## src/rtl/axi4_lite_pkg.sv

```systemverilog
// axi4_lite_pkg: AXI4-Lite response codes and shared address/strobe helpers
package axi4_lite_pkg;

   typedef enum logic [1:0] {
      RESP_OKAY   = 2'b00,
      RESP_SLVERR = 2'b10
   } resp_t;

   function automatic logic [31:0] byte_merge(input logic [31:0] old_v, input logic [31:0] new_v,
                                              input logic [3:0] strb);
      logic [31:0] m;
      m = old_v;
      for (int b = 0; b < 4; b++)
         if (strb[b]) m[8*b +: 8] = new_v[8*b +: 8];
      return m;
   endfunction

   function automatic logic in_range(input logic [63:0] addr, input int unsigned num_regs);
      return addr < 64'(num_regs) * 64'd4;
   endfunction

   // num_regs is a power of two, so the word index wraps with a mask
   function automatic int unsigned reg_index(input logic [63:0] addr, input int unsigned num_regs);
      return int'(addr[33:2]) & (num_regs - 1);
   endfunction

endpackage

```

## src/rtl/axi4_lite_slave_regs.sv

```systemverilog
// axi4_lite_slave_regs: AXI4-Lite responder over a bank of byte-strobed 32-bit registers
module axi4_lite_slave_regs
   import axi4_lite_pkg::*;
#(
   parameter int          AXI_DEPTH = 32,
   parameter int          AXI_WIDTH = 32,
   parameter int          NUM_REGS  = 16,
   parameter logic [31:0] RESET_VAL = 32'h0
) (
   input  logic                     s_axi_aclk,
   input  logic                     s_axi_aresetn,
   input  logic                     s_axi_awvalid,
   output logic                     s_axi_awready,
   input  logic [AXI_DEPTH-1:0]     s_axi_awaddr,
   input  logic                     s_axi_wvalid,
   output logic                     s_axi_wready,
   input  logic [AXI_WIDTH-1:0]     s_axi_wdata,
   input  logic [3:0]               s_axi_wstrb,
   output logic                     s_axi_bvalid,
   input  logic                     s_axi_bready,
   output logic [1:0]               s_axi_bresp,
   input  logic                     s_axi_arvalid,
   output logic                     s_axi_arready,
   input  logic [AXI_DEPTH-1:0]     s_axi_araddr,
   output logic                     s_axi_rvalid,
   input  logic                     s_axi_rready,
   output logic [AXI_WIDTH-1:0]     s_axi_rdata,
   output logic [1:0]               s_axi_rresp,
   output logic [NUM_REGS*32-1:0]   regs_o,
   output logic [NUM_REGS-1:0]      wr_pulse_o
);

   localparam int IDX_W = NUM_REGS > 1 ? $clog2(NUM_REGS) : 1;

   logic                 ready_en, aw_full, w_full;
   logic [AXI_DEPTH-1:0] aw_addr_q;
   logic [AXI_WIDTH-1:0] w_data_q;
   logic [3:0]           w_strb_q;
   logic [31:0]          regs_q [NUM_REGS];
   resp_t                bresp_q, rresp_q;
   logic [IDX_W-1:0]     w_idx, r_idx;
   logic                 w_ok, r_ok;

   assign w_ok  = in_range(64'(aw_addr_q), NUM_REGS);
   assign r_ok  = in_range(64'(s_axi_araddr), NUM_REGS);
   assign w_idx = IDX_W'(reg_index(64'(aw_addr_q), NUM_REGS));
   assign r_idx = IDX_W'(reg_index(64'(s_axi_araddr), NUM_REGS));

   assign s_axi_awready = ready_en & ~aw_full;
   assign s_axi_wready  = ready_en & ~w_full;
   assign s_axi_arready = ready_en & ~s_axi_rvalid;
   assign s_axi_bresp   = bresp_q;
   assign s_axi_rresp   = rresp_q;

   for (genvar i = 0; i < NUM_REGS; i++) begin : g_export
      assign regs_o[32*i +: 32] = regs_q[i];
   end

   // Write channel: AW and W park independently; commit once both are held and B is free
   always_ff @(posedge s_axi_aclk or negedge s_axi_aresetn) begin
      if (!s_axi_aresetn) begin
         ready_en     <= 1'b0;
         aw_full      <= 1'b0;
         w_full       <= 1'b0;
         aw_addr_q    <= '0;
         w_data_q     <= '0;
         w_strb_q     <= '0;
         s_axi_bvalid <= 1'b0;
         bresp_q      <= RESP_OKAY;
         wr_pulse_o   <= '0;
         for (int i = 0; i < NUM_REGS; i++) regs_q[i] <= RESET_VAL;
      end else begin
         ready_en   <= 1'b1;
         wr_pulse_o <= '0;
         if (s_axi_awvalid && s_axi_awready) begin
            aw_full   <= 1'b1;
            aw_addr_q <= s_axi_awaddr;
         end
         if (s_axi_wvalid && s_axi_wready) begin
            w_full   <= 1'b1;
            w_data_q <= s_axi_wdata;
            w_strb_q <= s_axi_wstrb;
         end
         if (s_axi_bvalid && s_axi_bready) s_axi_bvalid <= 1'b0;
         if (aw_full && w_full && !s_axi_bvalid) begin
            s_axi_bvalid <= 1'b1;
            aw_full      <= 1'b0;
            w_full       <= 1'b0;
            bresp_q      <= w_ok ? RESP_OKAY : RESP_SLVERR;
            if (w_ok) begin
               regs_q[w_idx]     <= byte_merge(regs_q[w_idx], w_data_q, w_strb_q);
               wr_pulse_o[w_idx] <= 1'b1;
            end
         end
      end
   end

   always_ff @(posedge s_axi_aclk or negedge s_axi_aresetn) begin
      if (!s_axi_aresetn) begin
         s_axi_rvalid <= 1'b0;
         s_axi_rdata  <= '0;
         rresp_q      <= RESP_OKAY;
      end else if (s_axi_arvalid && s_axi_arready) begin
         s_axi_rvalid <= 1'b1;
         s_axi_rdata  <= r_ok ? regs_q[r_idx] : '0;
         rresp_q      <= r_ok ? RESP_OKAY : RESP_SLVERR;
      end else if (s_axi_rvalid && s_axi_rready) begin
         s_axi_rvalid <= 1'b0;
      end
   end

endmodule

```

## config.mk

```make
export PLATFORM = sky130hd
export DESIGN_NAME = axi4_lite_slave_regs
export DESIGN_NICKNAME = d
export VERILOG_FILES = /design/src/rtl/axi4_lite_pkg.sv /design/src/rtl/axi4_lite_slave_regs.sv
export SDC_FILE = /design/constraint.sdc
export NUM_CORES = 1
export LEC_CHECK = 0
export BUFFER_PORTS_ARGS = -buffer_cell sky130_fd_sc_hd__buf_2
export CORE_AREA = 2 2 265 267
export CTS_BUF_LIST = sky130_fd_sc_hd__clkbuf_4
export DETAILED_ROUTE_END_ITERATION = 8
export DIE_AREA = 0 0 267 269
export PLACE_DENSITY = 0.75
export SLEW_MARGIN = 25
export SYNTH_ARGS = -nofsm -noshare
export SYNTH_HDL_FRONTEND = slang
export SYNTH_SLANG_ARGS = --single-unit
export TNS_END_PERCENT = 5
```

## constraint.sdc

```tcl
create_clock -name s_axi_aclk -period 3.05 [get_ports s_axi_aclk]
set_input_delay 0.915 -clock s_axi_aclk [delete_from_list [all_inputs] [get_ports s_axi_aclk]]
set_output_delay 0.915 -clock s_axi_aclk [all_outputs]
set_load 0.02 [all_outputs]
```

==> results of run 1 <==
cell type report:
type | count | area (µm²)
flip-flops and latches | 633 | 15900
repair buffers | 817 | 5020
clock inverters | 42 | 270
inverters | 7 | 26.3
fillers | 5776 | 29800
diodes | 1 | 2.50
well taps | 940 | 1180
clock buffers | 244 | 1830
multi-input cells | 1671 | 15300
layout by cell type, fill, tap and decap left out, types with 42 or more instances in the layout:
master,netlist,layout
o31ai_1,320,320
clkbuf_4,0,244
nand2_1,371,368
mux4_2,184,184
a22oi_1,76,76
buf_12,0,42
o22ai_1,60,60
mux2_2,321,321
buf_4,13,104
dfrtp_1,633,628
mux2i_1,80,80
buf_2,83,666
metal layers:
| layer | vias to the layer above | global-route usage, % | share of wire, % | routed length [µm] |
|---|---|---|---|---|
| met2 | 2167 | 52.0 | 45 | 56600 |
| met4 | 8 | 19.1 | 6.0 | 7510 |
| met1 | 13900 | 44.1 | 37 | 46200 |
| met3 | 494 | 11.5 | 12 | 15400 |
| met5 | - | 0 | 0.038 | 48 |
| li1 | 11400 | - | - | - |
registers in the layout, summed over array words and instances, names as in the netlist:
| register | count |
|---|---|
| regs_o | 512 |
| ready_en | 1 |
| aw_addr_q | 30 |
| wr_pulse_o | 16 |
| s_axi_rvalid | 1 |
| s_axi_rdata | 32 |
| w_data_q | 32 |
| s_axi_bvalid | 1 |
| s_axi_bresp | 1 |
| w_strb_q | 4 |
| w_full | 1 |
| s_axi_rresp | 1 |
| aw_full | 1 |
what timing repair did:
action	CTS	global route
hold buffers	2	0
setup buffers	0	0
gates resized for setup	3	1
endpoints found under the setup margin	3	1
pin swaps	0	0
hold endpoints to repair	32	0
logic make-up after synthesis:
logic type      synth area share, %
buf+inv                        4.09
compound gates                 12.7
other cells                  0.0233
simple gates                   7.50
mux                            26.6
flops                          49.1
worst max-delay path, cell delays in order (launching register included):
cell and delay (ns):
dfrtp_2 0.51, nor2b_2 0.27, buf_2 0.20
report_power, final:
group	internal [mW]	leakage, nW	switching (mW)
Clock	3.78	1.24	3.77
Combinational	2.47	9.67	5.19
Sequential	8.87	8.68	0.613
worst paths after layout:
check | cells past startpoint | end | from | slack, ns
max in group asynchronous | 3 | regs_o[348] | s_axi_aresetn | 1.63
min in group asynchronous | 2 | regs_o[150] | s_axi_aresetn | 0.40
min reg2reg | 1 | aw_addr_q[14] | aw_addr_q[14] | 0.50
max | 2 | s_axi_wready | ready_en | 0.15
max reg2reg | 6 | regs_o[184] | aw_addr_q[4] | 0.27
min | 2 | w_data_q[7] | s_axi_wdata[7] | 0.11
per-stage QoR:
| step | setup slack, ns | power, mW | util [%] |
|---|---|---|---|
| after CTS | 0.00883 | 24.6 | 56.9 |
| after detailed placement | 0.341 | 17.1 | 53.8 |
| after global placement | 0.376 | 17.0 | 53.8 |
| after global routing | 0.0257 | 25.7 | 57.0 |
| final | 0.153 | 24.7 | 57.0 |
| after floorplan | 0.270 | 14.2 | - |
==> results.toml, run 1 <==
[cts]
cts_num_sinks = 633
clockRootBuffer = "clkbuf_4"
clk_pin_slew_worst_paths_ns = 0.06
cts_made_buffers = 171
clkLatencyLatePin_ns = 1.06
cts_htree_levels = 4
cts_tree = "yes"
cts_buffer_depth = 3

[timing]
relSlewSlack_pct = 38.8
setup_violations = 0
drv_slew = 0
rsz0062_at_grt = "false"
fin_crit_ns = 2.90
worst_pin_slew_ns = 0.917
worst_clock_skew_ns = 0.0913
setup_tns_ns = 0
hold_viol = 0
holdWs_ns = 0.108
fmax_mhz = 345
fin_crit_sh_pct = 95.0

[routing]
drcViolationCount = 0
first_pass_iters = 5
avgViaCountPerCell = 6.41
postRouteAntennaNets = 0
drtIter0Drc = 3506
vias = 27900
finalWirelength_mm = 126
wl_per_cell_um = 28.9

[yosys]
ys_async_sr_fraction_pct = 100
synth_area_um2 = 32200
ys_types = 43
synth_area_leader_cell = "dfrtp_1"
yosysMostFrequentCell = "dfrtp_1"
synth_top_area_share_pct = 49.1
ys_seq_elements = 633
seq_area_frac_synth_pct = 49.1
syn_area_per_cell_um2 = 12.5
syn_inst = 2584
synth-edff-count = 0
synth_warnings = 0
synth_common_cells = "dfrtp_1, nand2_1, mux2_2"
ys_top_cells_by_area = "dfrtp_1, mux4_2, mux2_2"
synth_ff_type = "dfrtp_1"

[cells_and_area]
fin_nets = 3408
syn_to_final_growth_pct = 22.4
final_cells = 4355
fin_area_um2 = 39500
drive_above_1_share_pct = 48.0

[floorplan]
dieArea_um2 = 71800
rows = 97
core_um2 = 69300
initial_core_util_pct = 46.5
io_pins = 676
fp.dieW_um = 267
dieHeight_um = 269

[hold_path]
min_path_type = "in2reg"

[critical_path]
end_kind = "primary output"
cp.required_ns = 2.13
critPathMaxFanout = 3
critPathKind = "reg2out"
worstPathArrival_ns = 1.98
cp-start-kind = "register"

[placed_design]
gp_congestion = 0.889
dpl_cell_area_um2 = 37300
dp_cells = 4066
place_hpwl_mm = 83.7
portBuffers = 669

[power]
leakage_nw = 19.6
power.density_nw_per_um2 = 626
ir_drop_mv = 0.424

[global_route]
gr-usage-all-layers_pct = 34.5
antenna_found_initial = 6
grt_pass1_wl_mm = 181
grt-ovfl-total = 0
grt_max_degree = 105
first_global_vias = 27300

[flow_run]
cap_viol_max_count = 0

[outcome]
status = "finished clean"
No activity file was read; power rests on OpenSTA's default activity.
==> run 2: changes to the inputs <==
- CTS_BUF_LIST: sky130_fd_sc_hd__clkbuf_4 -> not set
- PLACE_DENSITY: 0.75 -> 0.78
- clock period: 3.05 -> 2.4 ns (I/O delays scaled with it)
==> run 2 against run 1 <==
Against the previous run:
- the flow now finishes with violations (negative setup slack)
- clock power is 51% higher
- register-to-register slack worse by 0.29 ns
- sequential cell count stayed put
- highest routed layer unchanged
- clock skew shrank 0.064 ns
- sequential power up 26%
- largest cell class unchanged
- cell area is 4.6% higher
- critical path type is now reg2reg
- power is 41% higher
==> results.toml, run 2 (synthesis results as in run 1) <==
[floorplan]
dieHeight_um = 269
io_pins = 676
core_um2 = 69300
initial_core_util_pct = 46.5
rows = 97
dieArea_um2 = 71800
fp.dieW_um = 267

[cells_and_area]
syn_to_final_growth_pct = 28.1
final_cells = 4321
drive_above_1_share_pct = 48.0
fin_area_um2 = 41300
largest_reg_flops = 512
final_cell_mix = "buf_2, dfrtp_1, nand2_1"
final_common_cell = "buf_2"
fin_nets = 3427

[critical_path]
cp.required_ns = 2.89
slowest_stage = "dfrtp_4"
cp_top_family = "compound AO/OA/AOI/OAI gates"
critPathKind = "reg2reg"
worstPathCellList = "or3b_2 > buf_12 > o22ai_1 > nor3_1 > o21a_1 > buf_4 > o31ai_1"
path_buf_inv = 2
cp-start-kind = "register"
slowest_delay_ns = 0.52
critPathMaxFanout = 20
end_kind = "register"
r2r_slack_ns = -0.02
worstPathArrival_ns = 2.92

[routing]
postRouteAntennaNets = 0
vias = 28000
wl_per_cell_um = 29.3
drcViolationCount = 0
first_pass_iters = 6
drtIter0Drc = 3435
finalWirelength_mm = 127
avgViaCountPerCell = 6.48

[timing]
setup_tns_ns = -0.0509
hold_viol = 0
worst_pin_slew_ns = 1.16
relSlewSlack_pct = 22.8
drv_slew = 0
fin_crit_ns = 2.42
setup_violations = 4
setup_ws_ns = -0.0202
fin_crit_sh_pct = 101
worst_clock_skew_ns = 0.0277
fmax_mhz = 413
rsz0062_at_grt = "true"

[global_route]
first_global_vias = 26500
grt-ovfl-total = 0
gr-usage-all-layers_pct = 34.3
antenna_found_initial = 7
grt_max_degree = 89
grt_pass1_wl_mm = 181

[power]
leakage_nw = 20.4
fin_total_pwr_mw = 34.9
ir_drop_mv = 0.763
power.density_nw_per_um2 = 845

[cts]
cts_buffer_depth = 3
cts_htree_levels = 3
cts_made_buffers = 71
clkLatencyLatePin_ns = 0.62
cts_tree = "yes"
clockRootBuffer = "clkbuf_16"
cts_num_sinks = 633
clk_pin_slew_worst_paths_ns = 0.06

[placed_design]
dp_cells = 4179
dpl_cell_area_um2 = 38400
place_hpwl_mm = 90.6
portBuffers = 669
gp_congestion = 0.982

[outcome]
violations = "negative setup slack"
status = "complete, but fails checks"

[hold_path]
min_path_type = "in2reg"

[flow_run]
cap_viol_max_count = 0
-- run 2: cell types whose count changed in the layout (fill, tap and decap cells not counted), sizes merged --
cell	previous run	this run
clkinvlp	3	1
bufinv	1	7
buf	815	933
diode	1	3
dlygate4sd3	2	1
clkinv	34	11
clkbuf	244	106
inv	11	15
-- run 2: per-stage QoR --
step                      hold WS (ns)  utilization (%)  setup WS (ns)
after floorplan                  0.424                -         0.0506
after global placement           0.471             55.4         -0.190
after detailed placement         0.480             55.4         -0.160
after CTS                        0.259             59.1        -0.0519
after global routing             0.280             59.6         -0.106
final                            0.292             59.6        -0.0202
-- run 2: report_power, final --
part | leakage, nW | switching, mW | internal, mW | total, mW
clock | 1.21 | 4.64 | 6.80 | 11.4
sequential | 8.68 | 0.637 | 11.3 | 11.9
combinational | 10.5 | 7.18 | 4.38 | 11.6
total | 20.4 | 12.5 | 22.5 | 34.9
-- run 2: timing repair --
action | in CTS | in global routing
gates resized for setup | 16 | 57
gates cloned | 0 | 2
hold buffers | 1 | 0
pin swaps | 13 | 0
endpoints found under the setup margin | 198 | 373
endpoints found under the hold margin | 12 | 0
buffers inserted | 0 | 5
-- run 2: path summary, 6_finish.rpt --
path	start	to	depth (start not counted)
setup / recovery	aw_addr_q[5]	regs_o[234]	7
hold / removal	s_axi_rready	s_axi_rvalid	2
setup reg to reg	aw_addr_q[5]	regs_o[234]	7
hold reg to reg	s_axi_bresp[1]	s_axi_bresp[1]	1
max in group asynchronous	s_axi_aresetn	regs_o[446]	4
min in group asynchronous	s_axi_aresetn	wr_pulse_o[2]	2
-- run 2: layer usage --
layer,vias up,wire (µm),GRT usage (%)
met5,-,27,0
met4,6,8870,20.4
met3,507,15400,10.0
met2,2145,54500,49.6
met1,14000,47800,46.1
li1,11300,-,-
-- run 2: final cells by class --
cell class,count,area (µm²)
Fill cell,5475,28000
Sequential cell,633,15900
Multi-Input combinational cell,1671,15500
Timing Repair Buffer,936,6300
Clock buffer,104,2070
Tap cell,940,1180
Clock inverter,27,369
Inverter,7,26.3
Antenna cell,3,7.51
